$ cat config.mk
export PLATFORM = sky130hd
export DESIGN_NAME = pulse_stretcher
export DESIGN_NICKNAME = d
export VERILOG_FILES = /design/src/rtl/pulse_stretcher.sv
export SDC_FILE = /design/constraint.sdc
export NUM_CORES = 1
export LEC_CHECK = 0
export CAP_MARGIN = 20
export CORE_MARGIN = 10
export CORE_UTILIZATION = 45
export CTS_CLUSTER_DIAMETER = 100
export DETAILED_ROUTE_END_ITERATION = 6
export PLACE_DENSITY = 0.68
export SYNTH_ARGS = -nofsm -noshare
export SYNTH_HDL_FRONTEND = slang
export SYNTH_SLANG_ARGS = --single-unit
$ cat constraint.sdc
create_clock -name clock -period 2.9 [get_ports clock]
set_clock_uncertainty 0.15 [all_clocks]
set_input_delay 0.29 -clock clock [delete_from_list [all_inputs] [get_ports clock]]
set_output_delay 0.29 -clock clock [all_outputs]
set_load 0.03 [all_outputs]
$ cat src/rtl/pulse_stretcher.sv
`default_nettype none
// ============================================================================
// Module      : pulse_stretcher
// Description : Turns single-cycle event strobes into clean pulses of a
//               minimum width, each followed by a guaranteed low gap.
//               Strobes that arrive while a pulse is in flight are counted
//               in a saturating queue. They are then replayed back-to-back,
//               so every strobe becomes one distinct rising edge at a slow
//               consumer.
//
// Parameters  : HIGH_CYCLES   - cycles out is held high per pulse (>= 1)
//               LOW_CYCLES    - minimum cycles out is held low after a
//                               pulse (>= 1)
//               PENDING_WIDTH - width of the queued-strobe counter
//                               (max queued = 2**PENDING_WIDTH-1)
//
// Ports       : clock   in   1              system clock, rising edge
//               reset   in   1              asynchronous, active-high
//               in      in   1              event strobe, one event per
//                                           high cycle
//               out     out  1              stretched pulse (registered)
//               busy    out  1              high while a pulse or its gap
//                                           is in progress
//               pending out  PENDING_WIDTH  events queued, not yet started
//               dropped out  1              one-cycle flag, an event was
//                                           lost to saturation (registered)
//
// Options     : PULSE_RETRIGGER_EN - when defined, a strobe during the high
//               phase restarts the high-time count instead of queueing.
//
// Revision    : 1.0 - initial release
// ============================================================================
module pulse_stretcher #(
   parameter int HIGH_CYCLES   = 4,
   parameter int LOW_CYCLES    = 4,
   parameter int PENDING_WIDTH = 3
) (
   input  logic                     clock,
   input  logic                     reset,
   input  logic                     in,
   output logic                     out,
   output logic                     busy,
   output logic [PENDING_WIDTH-1:0] pending,
   output logic                     dropped
);

   // ------------------------------------------------------------------------
   // Constants
   // ------------------------------------------------------------------------
   localparam int C_MAX_CYCLES = (HIGH_CYCLES > LOW_CYCLES) ? HIGH_CYCLES : LOW_CYCLES;
   localparam int C_CNT_W      = $clog2(C_MAX_CYCLES + 1);

   // The counter is loaded with N-1 on entering a phase. The phase ends in
   // the cycle where the count reads zero, so each phase lasts exactly N
   // cycles.
   localparam logic [C_CNT_W-1:0]       C_HIGH_LOAD   = C_CNT_W'(HIGH_CYCLES - 1);
   localparam logic [C_CNT_W-1:0]       C_LOW_LOAD    = C_CNT_W'(LOW_CYCLES - 1);
   localparam logic [C_CNT_W-1:0]       C_CNT_ZERO    = '0;
   localparam logic [PENDING_WIDTH-1:0] C_PEND_MAX    = {PENDING_WIDTH{1'b1}};
   localparam logic [PENDING_WIDTH-1:0] C_PEND_ZERO   = '0;

   // ------------------------------------------------------------------------
   // State encoding
   // ------------------------------------------------------------------------
   typedef enum logic [1:0] {
      ST_IDLE = 2'd0,
      ST_HIGH = 2'd1,
      ST_LOW  = 2'd2
   } state_t;

   state_t                     r_state;
   state_t                     w_state_nxt;
   logic [C_CNT_W-1:0]         r_count;
   logic [C_CNT_W-1:0]         w_count_nxt;
   logic [PENDING_WIDTH-1:0]   r_pending;
   logic [PENDING_WIDTH-1:0]   w_pending_nxt;
   logic                       r_out;
   logic                       r_dropped;
   logic                       w_dropped_nxt;

   logic                       w_expired;
   logic                       w_low_end;
   logic                       w_deq;
   logic                       w_start_direct;
   logic                       w_enq;
   logic                       w_retrigger;

   // ------------------------------------------------------------------------
   // Retrigger option: a strobe seen in the high phase extends that pulse.
   // Without the option, such a strobe is queued like any other.
   // ------------------------------------------------------------------------
`ifdef PULSE_RETRIGGER_EN
   assign w_retrigger = in && (r_state == ST_HIGH);
`else
   assign w_retrigger = 1'b0;
`endif

   // ------------------------------------------------------------------------
   // Event classification
   // ------------------------------------------------------------------------
   always_comb begin
      w_expired      = (r_count == C_CNT_ZERO);
      w_low_end      = (r_state == ST_LOW) && w_expired;

      // At the end of the gap, a queued event takes priority. If the queue is
      // empty, a strobe arriving in that same cycle starts the next pulse
      // directly and never touches the queue.
      w_deq          = w_low_end && (r_pending != C_PEND_ZERO);
      w_start_direct = w_low_end && (r_pending == C_PEND_ZERO) && in;

      // Any other strobe while busy is queued, unless it retriggered.
      w_enq          = in && (r_state != ST_IDLE) && !w_start_direct && !w_retrigger;
   end

   // ------------------------------------------------------------------------
   // Next-state, phase counter and queue logic
   // ------------------------------------------------------------------------
   always_comb begin
      w_state_nxt   = r_state;
      w_count_nxt   = r_count;
      w_pending_nxt = r_pending;
      w_dropped_nxt = 1'b0;

      case (r_state)
         ST_IDLE: begin
            if (in) begin
               w_state_nxt = ST_HIGH;
               w_count_nxt = C_HIGH_LOAD;
            end
         end

         ST_HIGH: begin
            if (w_retrigger) begin
               w_count_nxt = C_HIGH_LOAD;
            end else if (w_expired) begin
               w_state_nxt = ST_LOW;
               w_count_nxt = C_LOW_LOAD;
            end else begin
               w_count_nxt = r_count - 1'b1;
            end
         end

         ST_LOW: begin
            if (w_expired) begin
               // Move straight into the next pulse, with no idle cycle, when
               // there is work to do.
               if (w_deq || w_start_direct) begin
                  w_state_nxt = ST_HIGH;
                  w_count_nxt = C_HIGH_LOAD;
               end else begin
                  w_state_nxt = ST_IDLE;
                  w_count_nxt = C_CNT_ZERO;
               end
            end else begin
               w_count_nxt = r_count - 1'b1;
            end
         end

         default: begin
            w_state_nxt = ST_IDLE;
            w_count_nxt = C_CNT_ZERO;
         end
      endcase

      // Queue update. An enqueue and a dequeue in the same cycle cancel out.
      // The saturation check therefore applies only when no dequeue frees a
      // slot.
      if (w_enq && w_deq) begin
         w_pending_nxt = r_pending;
      end else if (w_enq) begin
         if (r_pending == C_PEND_MAX) begin
            w_dropped_nxt = 1'b1;
         end else begin
            w_pending_nxt = r_pending + 1'b1;
         end
      end else if (w_deq) begin
         w_pending_nxt = r_pending - 1'b1;
      end
   end

   // ------------------------------------------------------------------------
   // State registers
   // ------------------------------------------------------------------------
   always_ff @(posedge clock or posedge reset) begin
      if (reset) begin
         r_state   <= ST_IDLE;
         r_count   <= C_CNT_ZERO;
         r_pending <= C_PEND_ZERO;
         r_out     <= 1'b0;
         r_dropped <= 1'b0;
      end else begin
         r_state   <= w_state_nxt;
         r_count   <= w_count_nxt;
         r_pending <= w_pending_nxt;
         // The output register tracks the next state, so out is glitch-free
         // and coincides exactly with the high phase.
         r_out     <= (w_state_nxt == ST_HIGH);
         r_dropped <= w_dropped_nxt;
      end
   end

   // ------------------------------------------------------------------------
   // Outputs
   // ------------------------------------------------------------------------
   assign out     = r_out;
   assign busy    = (r_state != ST_IDLE);
   assign pending = r_pending;
   assign dropped = r_dropped;

endmodule
`default_nettype wire
==> reports/metrics.cfg <==
[outcome]
status = completed

[power]
ir_drop_mv = 0.512
leakagePower_nw = 0.331
powerDensity_nw_per_um2 = 1210
total_power_mw = 0.934

[critical_path]
end_kind = output port
r2r_cells = 8
startpoint_type = flip-flop
arrival_ps = 1870
crit_start = r_state[1]$_DFF_PP0_
setup.worst_path.class = flip-flop to output port
r2r_start = r_count[0]$_DFFE_PP0P_
r2r_slack_ps = 600
reg2reg_to = pending[2]$_DFFE_PP0P_
critPathMaxFanout = 12
cp.required_ps = 2460

[detailed_routing]
drt-wirelength-per-cell_um = 15.0
first_pass_iters = 4
drt_iter0_markers = 25
vias = 560
ant_nets = 0
drc = 0
via_per_inst = 5.77
wl_um = 1450

[cts]
cts_buffers = 3
postCtsHoldBufs = 0
path_clk_slew_ps = 70
cts-root-buf = clkbuf_4
clkSinkCount = 10
clock_latency_ps = 280
cts_buffer_depth = 2
cts_resized = 0
htreeDepth = 1
post-cts-setup-buffers = 0
cts_tree = yes

[global_route]
gr-total-overflow = 0
grt_pass1_wl_um = 2500
grt_pass1_vias = 586
grt_start_max_net_pins = 13
grt_antenna_before_repair = 0
grt_use_total_pct = 9.22

[synthesis]
synth_cells = 72
synth_nets = 78
synth.yosys.warnings = 0
yosys.cell_types.count = 27
syn_area_per_cell_um2 = 8.93
synth_area_um2 = 643
yosys_register_bits = 10
ys_seq_area_share_pct = 38.9

[die]
die_x_um = 57.8
core_um2 = 1320
dieHeight_um = 57.8
ios = 9
die-area_um2 = 3340
rows = 13
start_util_pct = 48.8

[cells_and_area]
stdcell_area_um2 = 771
area_growth_syn_to_layout_pct = 19.8
drive_gt1_share_pct = 11.0
antennaDiodeCount = 0
fin_nets = 89
fin_util_pct = 58.5

[sta]
max_slew.worst_pin.slew_ps = 433
fin_crit_sh_pct = 79.7
setup_violations = 0
finalSetupTns_ps = 0
maxSlewViolCount = 0
finalHoldViolations = 0
rsz0062_at_grt = false
slew_headroom_pct = 70.8
fin_crit_ps = 2310
worst_slack_ps = 589
fmax_ghz = 0.433

[place]
place.port_buffers = 8
place_hpwl_um = 1090
place_congestion = 0.849
dpl_worst_slack_ps = 429
placed_cell_area_um2 = 734

[worst_hold_path]
hp-class = input port to asynchronous set/reset pin

[job]
drv_cap = 0

-- critical path, cell delays in order (launching register included) --
cell and delay, ps:
dfrtp_1 570, inv_1 160, nand2_1 170, clkdlybuf4s50_1 700
-- layout by cell type, fill, tap and decap left out --
master,netlist,final
a21oi_1,6,6
a221oi_2,1,1
a31oi_1,1,1
a32o_1,1,1
and4_2,2,2
clkbuf_4,0,3
clkbuf_8,0,1
clkdlybuf4s50_1,0,8
dfrtp_1,10,10
fa_1,1,1
ha_1,2,2
inv_1,7,7
mux2i_1,2,2
nand2_1,9,9
nand2b_1,2,2
nand3_1,4,4
nand4_1,1,1
nor2_1,2,2
nor2b_1,1,1
nor3_1,1,1
o211ai_1,1,1
o21a_1,2,2
o21ai_0,6,6
o22ai_1,1,1
o31a_1,2,2
o32ai_1,1,1
or3_2,1,1
or3_4,1,1
xor2_1,2,2
-- power breakdown --
group / leakage (nW) / total, mW / switching (mW) / internal (mW)
Sequential: 0.120 / 0.283 / 0.0821 / 0.201
Clock: 0.0210 / 0.133 / 0.0567 / 0.0765
Combinational: 0.190 / 0.517 / 0.296 / 0.221
Total: 0.331 / 0.934 / 0.435 / 0.499
-- layer usage --
metal / wire length (µm) / global-route usage (%)
met1: 634 / 9.93
met2: 708 / 15.3
met3: 88 / 4.58
met4: 21 / 3.02
met5: 0 / 0
-- kinds of logic (layout without fill, tap and decap cells) --
kind of cell | Yosys count | in the layout | synth area share (%)
XOR/XNOR | 2 | 2 | 2.72
multiplexers | 2 | 2 | 3.11
flip-flops | 10 | 10 | 38.9
adder cells (fa/ha/maj) | 3 | 3 | 7.00
buffers and inverters | 9 | 19 | 5.25
AND/OR/NAND/NOR | 24 | 24 | 20.2
AO/OA/AOI/OAI | 22 | 22 | 22.8
-- cell type report --
type / count / area [µm²]
sequential: 10 / 250
multi-input combinational: 53 / 359
timing repair buffer: 8 / 80.1
fill: 137 / 547
clock buffer: 4 / 36.3
tap: 15 / 18.8
inverter: 7 / 26.3
-- state kept, by name, indices dropped and copies added (netlist names) --
| register | flops |
|---|---|
| r_state | 2 |
| pending | 3 |
| r_count | 3 |
| dropped | 1 |
| out | 1 |
-- through the flow --
stage,cells,hold WS [ps]
finish,97,136
detailed placement,93,387
CTS,97,145
global placement,93,397
floorplan,72,-19.8
global route,97,156
-- cell usage after synthesis, drive strengths merged --
cell	instances	area, µm²
a221oi	1	15.0
nand3	4	20.0
nor3	1	5.00
o21a	2	15.0
inv	7	26.3
o22ai	1	6.26
o32ai	1	8.76
ha	2	25.0
and4	2	20.0
o21ai	6	30.0
fa	1	20.0
a32o	1	10.0
dfrtp	10	250
nand4	1	6.26
nand2b	2	12.5
or3	2	18.8
nor2	2	7.51
a21oi	6	30.0
xor2	2	17.5
nand2	9	33.8
mux2i	2	20.0
clkbuf	2	7.51
a31oi	1	6.26
o211ai	1	7.51
nor2b	1	6.26
o31a	2	17.5
-- how the worst max path moves through the flow --
stage | to | cells after the start
2_1_floorplan | pending[1]$_DFFE_PP0P_ | 6
3_3_place_gp | pending[2]$_DFFE_PP0P_ | 7
3_5_place_dp | pending[2]$_DFFE_PP0P_ | 7
4_1_cts | pending[2]$_DFFE_PP0P_ | 8
5_1_grt | pending[2]$_DFFE_PP0P_ | 8
6_report | busy | 3
Power figures use the tool's default switching activity.
